$ cat src/rtl/stride_counter_pkg.sv
// stride_counter_pkg: shared types and elaboration helpers for stride_counter.
// Contents:
//   dir_e     - count direction (DIR_UP = 0, DIR_DOWN = 1)
//   calc_top  - highest on-grid value START + k*STEP that does not exceed LIMIT
package stride_counter_pkg;

    typedef enum logic {
        DIR_UP   = 1'b0,
        DIR_DOWN = 1'b1
    } dir_e;

    // A zero stride is rejected at elaboration, so here it only needs to avoid a divide by zero.
    function automatic longint calc_top(longint start, longint step, longint limit);
        return (step == 0) ? start : start + ((limit - start) / step) * step;
    endfunction

endpackage

$ cat src/rtl/stride_next.sv
// stride_next: combinational next-value and wrap calculator for stride_counter.
// Ports:
//   count_i  in  WIDTH  current count
//   dir_i    in  1      0 = up, 1 = down
//   next_o   out WIDTH  value after one step
//   wrap_o   out 1      step crosses a boundary (wrap, or blocked when saturating)
// Macro STRIDE_COUNTER_SAT_EN: boundary steps hold the count instead of wrapping.
module stride_next
    import stride_counter_pkg::*;
#(
    parameter int     WIDTH = 8,
    parameter longint START = 1,
    parameter longint STEP  = 2,
    parameter longint LIMIT = (longint'(1) << WIDTH) - 1
) (
    input  logic [WIDTH-1:0] count_i,
    input  logic             dir_i,
    output logic [WIDTH-1:0] next_o,
    output logic             wrap_o
);

    localparam logic [WIDTH:0]   START_X = (WIDTH+1)'(START);
    localparam logic [WIDTH:0]   STEP_X  = (WIDTH+1)'(STEP);
    localparam logic [WIDTH:0]   LIMIT_X = (WIDTH+1)'(LIMIT);
    localparam logic [WIDTH:0]   LOW_X   = START_X + STEP_X;
    localparam logic [WIDTH-1:0] STEP_W  = WIDTH'(STEP);

    logic [WIDTH:0]   up_x;
    logic [WIDTH-1:0] dn_w;
    logic             down;

    // The extra bit keeps count+STEP from overflowing and count<START+STEP from underflowing.
    always_comb begin
        up_x   = {1'b0, count_i} + STEP_X;
        dn_w   = count_i - STEP_W;
        down   = dir_e'(dir_i) == DIR_DOWN;
        wrap_o = down ? ({1'b0, count_i} < LOW_X) : (up_x > LIMIT_X);
`ifdef STRIDE_COUNTER_SAT_EN
        next_o = wrap_o ? count_i : (down ? dn_w : up_x[WIDTH-1:0]);
`else
        next_o = down ? (wrap_o ? WIDTH'(calc_top(START, STEP, LIMIT)) : dn_w)
                      : (wrap_o ? START_X[WIDTH-1:0] : up_x[WIDTH-1:0]);
`endif
    end

endmodule

$ cat src/rtl/stride_counter.sv
// stride_counter: programmable arithmetic-sequence counter (START, START+STEP, ... up to LIMIT).
// Ports:
//   clk          in  1      rising-edge clock
//   reset_n      in  1      asynchronous active-low reset
//   en           in  1      advance one step
//   dir          in  1      0 = up, 1 = down
//   clear        in  1      synchronous return to START (highest priority)
//   load         in  1      synchronous parallel load of load_val
//   load_val     in  WIDTH  value taken on load
//   counter_out  out WIDTH  registered count
//   wrap         out 1      registered one-cycle pulse after a wrap step
// Macro STRIDE_COUNTER_SAT_EN: saturate at START/LIMIT; wrap then flags blocked steps.
module stride_counter
    import stride_counter_pkg::*;
#(
    parameter int     WIDTH = 8,
    parameter longint START = 1,
    parameter longint STEP  = 2,
    parameter longint LIMIT = (longint'(1) << WIDTH) - 1
) (
    input  logic             clk,
    input  logic             reset_n,
    input  logic             en,
    input  logic             dir,
    input  logic             clear,
    input  logic             load,
    input  logic [WIDTH-1:0] load_val,
    output logic [WIDTH-1:0] counter_out,
    output logic             wrap
);

    localparam logic [WIDTH-1:0] START_W = WIDTH'(START);

    if (STEP < 1 || START > LIMIT || LIMIT > (longint'(1) << WIDTH) - 1) begin : g_bad_cfg
        $error("stride_counter: illegal STEP/START/LIMIT for WIDTH");
    end

    logic [WIDTH-1:0] cnt_q, cnt_d, step_val;
    logic             wrap_q, wrap_d, step_wrap;

    stride_next #(
        .WIDTH (WIDTH),
        .START (START),
        .STEP  (STEP),
        .LIMIT (LIMIT)
    ) u_next (
        .count_i (cnt_q),
        .dir_i   (dir),
        .next_o  (step_val),
        .wrap_o  (step_wrap)
    );

    always_comb begin
        cnt_d  = clear ? START_W : load ? load_val : en ? step_val : cnt_q;
        wrap_d = !clear && !load && en && step_wrap;
    end

    always_ff @(posedge clk or negedge reset_n) begin
        if (!reset_n) begin
            cnt_q  <= START_W;
            wrap_q <= 1'b0;
        end else begin
            cnt_q  <= cnt_d;
            wrap_q <= wrap_d;
        end
    end

    assign counter_out = cnt_q;
    assign wrap        = wrap_q;

endmodule

$ cat config.mk
export PLATFORM = sky130hd
export DESIGN_NAME = stride_counter
export DESIGN_NICKNAME = d
export VERILOG_FILES = /design/src/rtl/stride_counter_pkg.sv /design/src/rtl/stride_next.sv /design/src/rtl/stride_counter.sv
export SDC_FILE = /design/constraint.sdc
export NUM_CORES = 1
export LEC_CHECK = 0
export CAP_MARGIN = 10
export CORE_MARGIN = 4
export CORE_UTILIZATION = 49
export CTS_CLUSTER_DIAMETER = 150
export DETAILED_ROUTE_END_ITERATION = 6
export GPL_TIMING_DRIVEN = 1
export HOLD_SLACK_MARGIN = 0.06
export PLACE_DENSITY = 0.87
export SLEW_MARGIN = 15
export SYNTH_ARGS = -nofsm -noshare
export SYNTH_HDL_FRONTEND = slang
export SYNTH_HIERARCHICAL = 1
export SYNTH_SLANG_ARGS = --single-unit
$ cat constraint.sdc
create_clock -name clk -period 3.34 [get_ports clk]
set_input_delay 0.668 -clock clk [delete_from_list [all_inputs] [get_ports clk]]
set_output_delay 0.668 -clock clk [all_outputs]
set_load 0.02 [all_outputs]
After elaboration in Yosys (flattened, before gate mapping) --
Cells that the tools add are included. Widths: inputs -> output; s select.
Storage, ports and cells: register bits after elaboration 9, input bits 14, output and inout bits 9, logic and storage cells 19
Operators by class: add/subtract/negate cells 2, magnitude comparators 2, multiplexer cells 7, reductions and logical operators 6
Operator list (count):
- $mux 8 | 6
- $add 8x2->9 const B | 1
- $gt 9x8->1 const B | 1
- $lt 8x2->1 const B | 1
- $sub 8x2->8 const B | 1
- $logic_and 1x1->1 | 3
- $reduce_bool 3->1 | 1
- $logic_not 1->1 | 2
- $mux 1 | 1

Logic depth before layout (Yosys ltp) --
Gate-level depths: netlist of run 1.
depth after elaboration 8, gate-level depth with buffers 9, gate-level depth less buffers 8

Hierarchy --
The synthesis of run 1 kept the hierarchy.
Modules (own cells, without submodules):
- stride_next | instances 1, cells each 81, area each 546.8 µm², seq. area each 0.0 µm²
- stride_counter | instances 1, cells each 38, area each 446.7 µm², seq. area each 226.5 µm²

Worst setup path before layout of run 1 --
Ideal clock, no wire load.
path type input to register, from in dir, to reg cnt_q[3] (netlist: counter_out[3]), library setup time 0.094 ns, arrival 2.424 ns, required time 3.246 ns, slack 0.823 ns, cell stages on the path 8, buffers on the path 2, cell sequence buf_4 or3b_1 or3b_1 buf_2 a311o_1 a22oi_2 mux2i_1 a211oi_1
Between the ends: cells in the longest elaborated chain, start to end 6, elaborated cells on any way between the ends 7, those cells by class 7 x mux
Ends and longest elaborated chain:
- start, declared | line stride_counter.sv:24 | input logic dir,
- $mux 1 | line stride_next.sv:37 | wrap_o = down ? ({1'b0, count_i} < LOW_X) : (up_x > LIMIT_X);
- $mux 8 (on tied branches) | line stride_next.sv:42, stride_next.sv:41
- $mux 8 (*) | line stride_next.sv:41 | next_o = down ? (wrap_o ? WIDTH'(calc_top(START, STEP, LIMIT)) : dn_w)
- via step_val[3] | line stride_counter.sv:38 | logic [WIDTH-1:0] cnt_q, cnt_d, step_val;
- $mux 8 (*) (3 in a row) | line stride_counter.sv:54 | cnt_d = clear ? START_W : load ? load_val : en ? step_val : cnt_q;
- end signal, assigned | line stride_counter.sv:63 | cnt_q <= cnt_d;
- end, declared | line stride_counter.sv:38
Mark *: on every way through the listed nets, which the timed path passes. The rest lies on a longest branch. The select of a mux whose other input is x is not followed. A chain may end at the register's enable or synchronous reset.

Worst setup path after layout of run 1 --
Ends and elaborated chain as after synthesis.

==> results of run 1 <==
-- sequential cells by signal (all words and copies together) (netlist names) --
| register | flops |
|---|---|
| counter_out | 8 |
| wrap | 1 |
-- area by class of cell --
cell class | count | area (sq um)
Inverter | 5 | 18.8
Clock buffer | 4 | 26.3
Multi-Input combinational cell | 94 | 683
Sequential cell | 9 | 226
Fill cell | 182 | 726
Timing Repair Buffer | 23 | 228
Tap cell | 27 | 33.8
-- per-layer routing --
metal	wire length [um]	up-vias	track usage, %
met5	0	-	0
met4	40	0	10.6
met3	190	4	1.69
met2	1260	58	36.0
met1	1060	474	23.0
li1	-	482	-
-- cell usage after synthesis, types with 2 or more instances --
cell type  n  share of area, %
a211oi_1   9               6.8
xnor2_1    3               2.6
nor3_1     2               1.0
a21oi_1    4               2.0
nor2b_1    7               4.4
inv_1      5               1.9
clkbuf_1   4               1.5
nand2_1    6               2.3
buf_2      4               2.0
buf_6      2               2.3
nor3b_1    2               1.5
o31ai_1    2               1.5
nor2_1     6               2.3
nand3_1    9               4.5
a31oi_1    2               1.3
o21ai_0    3               1.5
ha_1       3               3.8
mux2i_1    9               9.1
or3b_1     2               1.8
dfrtp_1    8                20
-- stage by stage --
| step | utilization, % | cell area [sq um] |
|---|---|---|
| after CTS | 62.6 | 1220 |
| after global routing | 62.6 | 1220 |
| after floorplan | - | 993 |
| after detailed placement | 61.3 | 1190 |
| after global placement | 61.3 | 1190 |
| final | 62.6 | 1220 |
-- worst reg2reg max path, stage by stage (launching register included) --
cell       delay [ps]
dfrtp_1           600
inv_1             180
ha_1              380
a2111oi_0         660
a211oi_1          200
o221a_2           300
mux2i_1           170
a211oi_1          100
-- power groups by stage --
stage	Clock (mW)	Sequential (mW)	Combinational, mW
floorplan	0	0.137	0.0955
global placement	0	0.143	0.132
detailed placement	0	0.144	0.136
CTS	0.0850	0.142	0.138
global route	0.0899	0.146	0.150
finish	0.0850	0.143	0.138
-- placed cells by master, fill, tap and decap left out, types with 4 or more instances in the layout --
master / instances
nand2_1: 6
nor2b_1: 7
a21oi_1: 4
mux2i_1: 9
nor2_1: 6
a211oi_1: 9
nand3_1: 9
inv_1: 5
clkdlybuf4s50_1: 22
dfrtp_1: 8
-- worst max-delay path by stage --
stage	end	slack, ps	startpoint
floorplan	counter_out[3]	820	dir
global placement	counter_out[3]	400	dir
detailed placement	counter_out[3]	360	dir
CTS	counter_out[3]	610	dir
global route	counter_out[2]	470	counter_out[1]
finish	counter_out[3]	600	dir
-- kinds of logic after synthesis --
kind of cell / Yosys count
buffers and inverters: 16
multiplexers: 10
adder cells (fa/ha/maj): 3
flip-flops: 9
XOR/XNOR: 3
AND/OR/NAND/NOR: 43
AO/OA/AOI/OAI: 35
==> out/qor.txt, run 1 <==
Max clock buf depth: 2
setup TNS: 0 ps
post-synthesis xor/xnor area fraction: 2.64%
post-synthesis mux area share: 10.2%
DR vias/cell: 6.28
Max Slew Vio Count: 0
I/O Buffers: 22
clock network power share: 23.2%
slowest stage cell, crit path: or3b_1
Max-Cap Viols: 0
Switch Pwr: 0.131 mW
DRT Wirelength: 2.55 mm
Iter 0 DRT Violations: 68
Inst Count DP: 158
clock slew at reported path FFs: 60 ps
Hold Slack: 606 ps
core area: 1940 sq um
reg2reg end: counter_out[2]
fraction of layout cells with a size suffix above 1: 9.63%
power per cell area: 301 nW/um^2
Die Span Y: 53.0 um
First-pass DRT Iterations: 4
Yosys warning count: 6
Resized cells post-CTS: 0
number of synthesized flops with an enable pin: 0
ANT cells: 0
critical path endpoint category: flop
largest net degree at the start of global routing: 18
mean post-synth cell area: 8.35 sq um
GRT overflow: 0
Mapped Cells: 119
remaining antenna violation count: 0
Synth async-reset ratio: 100%
Slew @ Worst Pin: 665 ps
Synth Area in Simple Gates: 24.9%
Reg2Reg Setup Slack: 620 ps
Critical Setup Path Class: in -> reg
CTS Buf Count: 3
Final Critical Period: 2740 ps
VDD IR-drop max: 0.219 mV
hpwl dp: 1.86 mm
Area Overhead vs Synth: 22.4%
clock tree root driver cell: clkbuf_4
ys flop type: dfrtp_1
post-synthesis cell type count: 47
via count: 1,018
clk_lat worst skew: 260 ps
critical path depth: 7
reg-to-reg startpoint: counter_out[1]
CP Data Required Time: 3510 ps
skew final: 2.94 ps
Die W: 53.0 um
post-synthesis compound-gate area fraction: 27.2%
first-pass GRT wire length: 4.12 mm
buffers plus inverters on the worst setup path: 1
HP Class: reg -> reg
Adder-Cell Fraction of Synth Area: 3.78%
Arr. time, crit path: 2910 ps
final setup margin: 598 ps
post-synth net total: 136
delay-heaviest family, CP: simple AND/OR/NAND/NOR gates
Crit Path Max Fanout: 7
# hold bufs at CTS: 0
largest stage delay on the critical path: 490 ps
cell internal pwr: 0.235 mW
gr usage total: 19.9%
worst r2r path cells: 7
TritonCTS clock tree: done
initial antenna violation count: 0
count of final hold-check violations: 0
CP dominant cell by count: or3b_1
# H-tree levels: 1
DR DRC count: 0
Worst setup SP type: input pin
largest family of logic cells by synthesized area: compound AO/OA/AOI/OAI gates
hold_sp: counter_out[0]
vias in the first global route: 935
Top Ports: 23
die area: 2810 sq um
#FFs+latches synth: 9
sequential fraction of the synthesis area: 22.8%
P_leak: 0.480 nW
pre-CTS WS: 358 ps
RSZ-0062 raised after global routing: no
fin cells: 162
status: complete, no violations
share of total power in combinational logic: 37.7%
sequential power share: 39.0%
Hold EP: counter_out[0]
Power, Total: 0.366 mW
postcts setup bufs: 0
wire per inst: 15.7 um
switching part of the total power: 35.7%
clk sinks: 9
hold path cells: 2
crit share post-route: 82.1%
Final #Nets: 153
Fmax: 365 MHz
# setup viols final: 0
row count: 16
Mapped Area: 993 sq um
slew margin rel.: 54.5%
worst path cell trace: clkdlybuf4s50_1, or3b_1, or3b_1, a311o_1, a22oi_2, mux2i_1, a211oi_1
Final Wtd Congestion: 0.915
Initial Util: 51.2%
Power figures use the tool's default switching activity.
==> run 2, diff against run 1 <==
--- a/config.mk
+++ b/config.mk
@@ -7,12 +7,12 @@
 export LEC_CHECK = 0
 export CAP_MARGIN = 10
 export CORE_MARGIN = 4
-export CORE_UTILIZATION = 49
+export CORE_UTILIZATION = 45
 export CTS_CLUSTER_DIAMETER = 150
 export DETAILED_ROUTE_END_ITERATION = 6
 export GPL_TIMING_DRIVEN = 1
 export HOLD_SLACK_MARGIN = 0.06
-export PLACE_DENSITY = 0.87
+export PLACE_DENSITY = 0.85
 export SLEW_MARGIN = 15
 export SYNTH_ARGS = -nofsm -noshare
 export SYNTH_HDL_FRONTEND = slang
==> constraint.sdc (replaced) <==
create_clock -name clk -period 2.3 [get_ports clk]
set_input_delay 0.46 -clock clk [delete_from_list [all_inputs] [get_ports clk]]
set_output_delay 0.46 -clock clk [all_outputs]
set_load 0.02 [all_outputs]
==> out/qor.txt, run 2 (synthesized netlist as in run 1, its figures left out) <==
Final #Nets: 167
count of final hold-check violations: 0
skew final: 2.29 ps
DR vias/cell: 6.11
slew margin rel.: 66.4%
Final Critical Period: 2200 ps
clk_lat worst skew: 260 ps
Slew @ Worst Pin: 500 ps
Max-Cap Viols: 0
DRT Wirelength: 2.81 mm
Initial Util: 49.1%
first-pass GRT wire length: 4.47 mm
fraction of layout cells with a size suffix above 1: 26.8%
Max clock buf depth: 2
delay-heaviest family, CP: compound AO/OA/AOI/OAI gates
TritonCTS clock tree: done
worst path cell trace: inv_1, ha_1, nand4_1, a21oi_1, a211o_1, a221oi_2, mux2i_1, a211oi_2
wire per inst: 16.0 um
RSZ-0062 raised after global routing: no
source of the critical timing path: counter_out[1]
Reg2Reg Setup Slack: 100 ps
Critical Setup Path Class: reg -> reg
remaining antenna violation count: 0
status: complete, no violations
Die W: 55.0 um
initial antenna violation count: 0
worst r2r path cells: 8
Die Span Y: 55.0 um
power per cell area: 414 nW/um^2
gr usage total: 20.7%
slowest stage cell, crit path: dfrtp_1
reg-to-reg startpoint: counter_out[1]
# H-tree levels: 1
largest net degree at the start of global routing: 18
leading cell type in the layout, fill and taps excluded: clkdlybuf4s50_1
vias in the first global route: 983
HP Class: in -> async
fin cells: 176
max reg flops: 8
First-pass DRT Iterations: 4
clock slew at reported path FFs: 60 ps
critical path endpoint category: flop
reg2reg end: counter_out[6]
crit share post-route: 95.6%
Max Slew Vio Count: 0
Area Overhead vs Synth: 40.9%
clk sinks: 9
I/O Buffers: 22
ANT cells: 0
commonest non-fill, non-tap cells in the layout: 21 x clkdlybuf4s50_1, 15 x buf_4, 9 x mux2i_1, 9 x nand3_1
die area: 3020 sq um
Top Ports: 23
clock tree root driver cell: clkbuf_4
Final Wtd Congestion: 0.920
Iter 0 DRT Violations: 43
Worst setup SP type: flop
setup TNS: 0 ps
row count: 16
Crit Path Max Fanout: 4
# setup viols final: 0
Inst Count DP: 171
P_leak: 0.559 nW
GRT overflow: 0
CP Data Required Time: 2470 ps
via count: 1,075
buffers plus inverters on the worst setup path: 1
largest stage delay on the critical path: 410 ps
Fmax: 455 MHz
hpwl dp: 2.19 mm
core area: 2020 sq um
Arr. time, crit path: 2370 ps
CTS Buf Count: 3
DR DRC count: 0
VDD IR-drop max: 0.355 mV
-- run 2: how the worst max path moves through the flow --
stage                                 to  slack, ps  depth (start not counted)
after floorplan           counter_out[5]         -9                          8
after global routing      counter_out[6]        0.5                          8
after global placement    counter_out[3]       -270                          7
final                     counter_out[6]        100                          8
after detailed placement  counter_out[3]       -320                          7
after CTS                 counter_out[6]         10                          7
-- run 2: layout make-up --
class,instances,area [sq um]
flip-flops and latches,9,229
fillers,166,622
well taps,27,33.8
clock buffers,3,22.5
multi-input cells,94,759
clock inverters,1,5.00
inverters,5,18.8
repair buffers,37,332
-- run 2: through the flow --
stage          power, mW  setup WS (ps)  util [%]  area (sq um)  hold slack [ps]
6_report           0.579            101      69.2          1400              488
5_1_grt            0.614          0.532      69.2          1400              510
4_1_cts            0.561           13.9      65.8          1330              493
3_5_place_dp       0.433           -320      63.9          1290              624
3_3_place_gp       0.427           -270      63.9          1290              614
2_1_floorplan      0.343          -9.13         -          1010              164
-- run 2: routing by layer --
layer | routed length (um) | track usage, % | vias up
met5 | 0 | 0 | -
met4 | 47 | 8.10 | 0
met3 | 184 | 2.41 | 5
met2 | 1420 | 37.2 | 47
li1 | - | - | 512
met1 | 1150 | 25.0 | 511
-- run 2: power by group --
group / internal [mW] / total [mW] / switching, mW / leakage, nW
combinational: 0.138 / 0.265 / 0.127 / 0.429
clock: 0.0641 / 0.120 / 0.0560 / 0.0177
sequential: 0.171 / 0.194 / 0.0230 / 0.112
-- run 2: timing repair --
action | CTS | global route
hold buffers | 0 | 0
setup buffers | 0 | 1
endpoints found under the setup margin | 5 | 5
gates resized for setup | 5 | 8
pin swaps | 3 | 2
-- run 2: worst register-to-register path: cells and delay by family (launching register included) --
kind | cells | cell delay [ps]
simple gates | 1 | 140
fa+ha+maj | 1 | 210
buf+inv | 1 | 120
compound gates | 4 | 1070
flops | 1 | 410
mux | 1 | 140
==> run 3, diff against run 2 <==
--- a/config.mk
+++ b/config.mk
@@ -5,14 +5,14 @@
 export SDC_FILE = /design/constraint.sdc
 export NUM_CORES = 1
 export LEC_CHECK = 0
-export CAP_MARGIN = 10
 export CORE_MARGIN = 4
-export CORE_UTILIZATION = 45
+export CORE_UTILIZATION = 46
+export CTS_BUF_LIST = sky130_fd_sc_hd__clkbuf_4
 export CTS_CLUSTER_DIAMETER = 150
 export DETAILED_ROUTE_END_ITERATION = 6
 export GPL_TIMING_DRIVEN = 1
 export HOLD_SLACK_MARGIN = 0.06
-export PLACE_DENSITY = 0.85
+export PLACE_DENSITY = 0.86
 export SLEW_MARGIN = 15
 export SYNTH_ARGS = -nofsm -noshare
 export SYNTH_HDL_FRONTEND = slang
==> out/qor.txt, run 3 (synthesized netlist as in run 1, its figures left out) <==
Iter 0 DRT Violations: 28
buffers plus inverters on the worst setup path: 1
sequential power share: 33.1%
clk_lat worst skew: 250 ps
Die Span Y: 54.5 um
Initial Util: 49.6%
core area: 2000 sq um
largest stage delay on the critical path: 470 ps
Switch Pwr: 0.197 mW
Final #Nets: 167
slew margin rel.: 68.1%
I/O Buffers: 22
critical path endpoint category: flop
DR vias/cell: 5.91
share of total power in combinational logic: 44.2%
clk sinks: 9
# H-tree levels: 1
Inst Count DP: 172
Area Overhead vs Synth: 37.0%
Util after Layout: 68.0%
Final Wtd Congestion: 0.916
gr usage total: 20.5%
Slew @ Worst Pin: 478 ps
DRT Wirelength: 2.79 mm
CP Data Required Time: 2470 ps
Max clock buf depth: 2
Hold Slack: 505 ps
delay-heaviest family, CP: compound AO/OA/AOI/OAI gates
wire per inst: 15.8 um
Worst setup SP type: flop
via count: 1,041
cell internal pwr: 0.378 mW
clock slew at reported path FFs: 60 ps
Fmax: 450 MHz
GRT overflow: 0
RSZ-0062 raised after global routing: yes
clock network power share: 22.7%
skew final: 2.64 ps
Critical Setup Path Class: reg -> reg
Max-Cap Viols: 0
slowest stage cell, crit path: dfrtp_2
first-pass GRT wire length: 4.48 mm
First-pass DRT Iterations: 4
fraction of layout cells with a size suffix above 1: 24.8%
largest net degree at the start of global routing: 18
Max Slew Vio Count: 0
Filler Cell Count: 162
remaining antenna violation count: 0
row count: 16
HP Class: in -> async
P_leak: 0.552 nW
commonest non-fill, non-tap cells in the layout: 21 x clkdlybuf4s50_1, 15 x buf_4, 9 x mux2i_1, 9 x nand3_1, 8 x a211oi_1
postcts setup bufs: 0
Crit Path Max Fanout: 8
status: complete, no violations
# hold bufs at CTS: 0
Top Ports: 23
Die W: 54.5 um
switching part of the total power: 34.3%
die area: 2970 sq um
worst path cell trace: buf_4, ha_1, nand4_1, a21oi_1, a211o_1, a221oi_1, mux2i_1, a211oi_2
vias in the first global route: 1,006
Final Critical Period: 2220 ps
fin cells: 176
initial antenna violation count: 0
leading cell type in the layout, fill and taps excluded: clkdlybuf4s50_1
DR DRC count: 0
CTS Buf Count: 3
VDD IR-drop max: 0.351 mV
ANT cells: 0
clock tree root driver cell: clkbuf_4
crit share post-route: 96.6%
max reg flops: 8
# setup viols final: 0
count of final hold-check violations: 0
TritonCTS clock tree: done
power per cell area: 422 nW/um^2
hpwl dp: 2.15 mm
Arr. time, crit path: 2390 ps
-- run 3: cell type report --
| cell class | instances | area (sq um) | area share (%) |
|---|---|---|---|
| Timing Repair Buffer | 37 | 332 | 24.4 |
| Inverter | 5 | 18.8 | 1.38 |
| Clock buffer | 4 | 30.0 | 2.21 |
| Multi-Input combinational cell | 94 | 717 | 52.7 |
| Tap cell | 27 | 33.8 | 2.48 |
| Sequential cell | 9 | 230 | 16.9 |
-- run 3: power groups by stage --
| stage | Combinational, mW | Sequential, mW | Clock, mW |
|---|---|---|---|
| 6_report | 0.254 | 0.190 | 0.130 |
| 5_1_grt | 0.273 | 0.192 | 0.144 |
| 3_3_place_gp | 0.237 | 0.192 | 0 |
| 3_5_place_dp | 0.241 | 0.193 | 0 |
| 4_1_cts | 0.245 | 0.190 | 0.134 |
| 2_1_floorplan | 0.143 | 0.200 | 0 |
-- run 3: worst register-to-register path: cells and delay by family, from the launching register on --
kind            cells  cell delay, ps
flops               1             470
fa+ha+maj           1             170
mux                 1             150
buf+inv             1             170
simple gates        1             160
compound gates      4            1020
-- run 3: layer usage --
layer | up-vias | global-route usage [%] | share of wire, % | wire (um)
li1 | 508 | - | - | -
met1 | 466 | 22.6 | 43 | 1190
met2 | 51 | 37.3 | 48 | 1330
met3 | 16 | 3.81 | 5.2 | 145
met4 | 0 | 9.54 | 4.3 | 120
met5 | - | 0 | 0 | 0
-- run 3: timing repair --
action,in CTS,in global routing
pin swaps,6,0
resized for setup,3,6
setup endpoints to repair,3,4
-- run 3: path summary, 6_finish.rpt --
check | start | slack (ps) | to | cells past startpoint
max in group asynchronous | reset_n | 1470 | counter_out[0] | 1
min in group clk | counter_out[0] | 610 | counter_out[0] | 2
worst min register to register | counter_out[0] | 610 | counter_out[0] | 2
worst min-delay path | reset_n | 510 | wrap | 1
worst max register to register | counter_out[2] | 80 | counter_out[6] | 8
worst max-delay path | counter_out[2] | 80 | counter_out[6] | 8
-- run 3: per-stage QoR --
stage	setup WS (ps)	cell area (sq um)	setup TNS, ps	total power [mW]
after floorplan	-9.13	1010	-9.13	0.343
after global placement	-261	1300	-1200	0.429
after detailed placement	-298	1300	-1510	0.434
after CTS	65.6	1340	0	0.570
after global routing	-32.4	1360	-76.4	0.609
final	77.8	1360	0	0.575
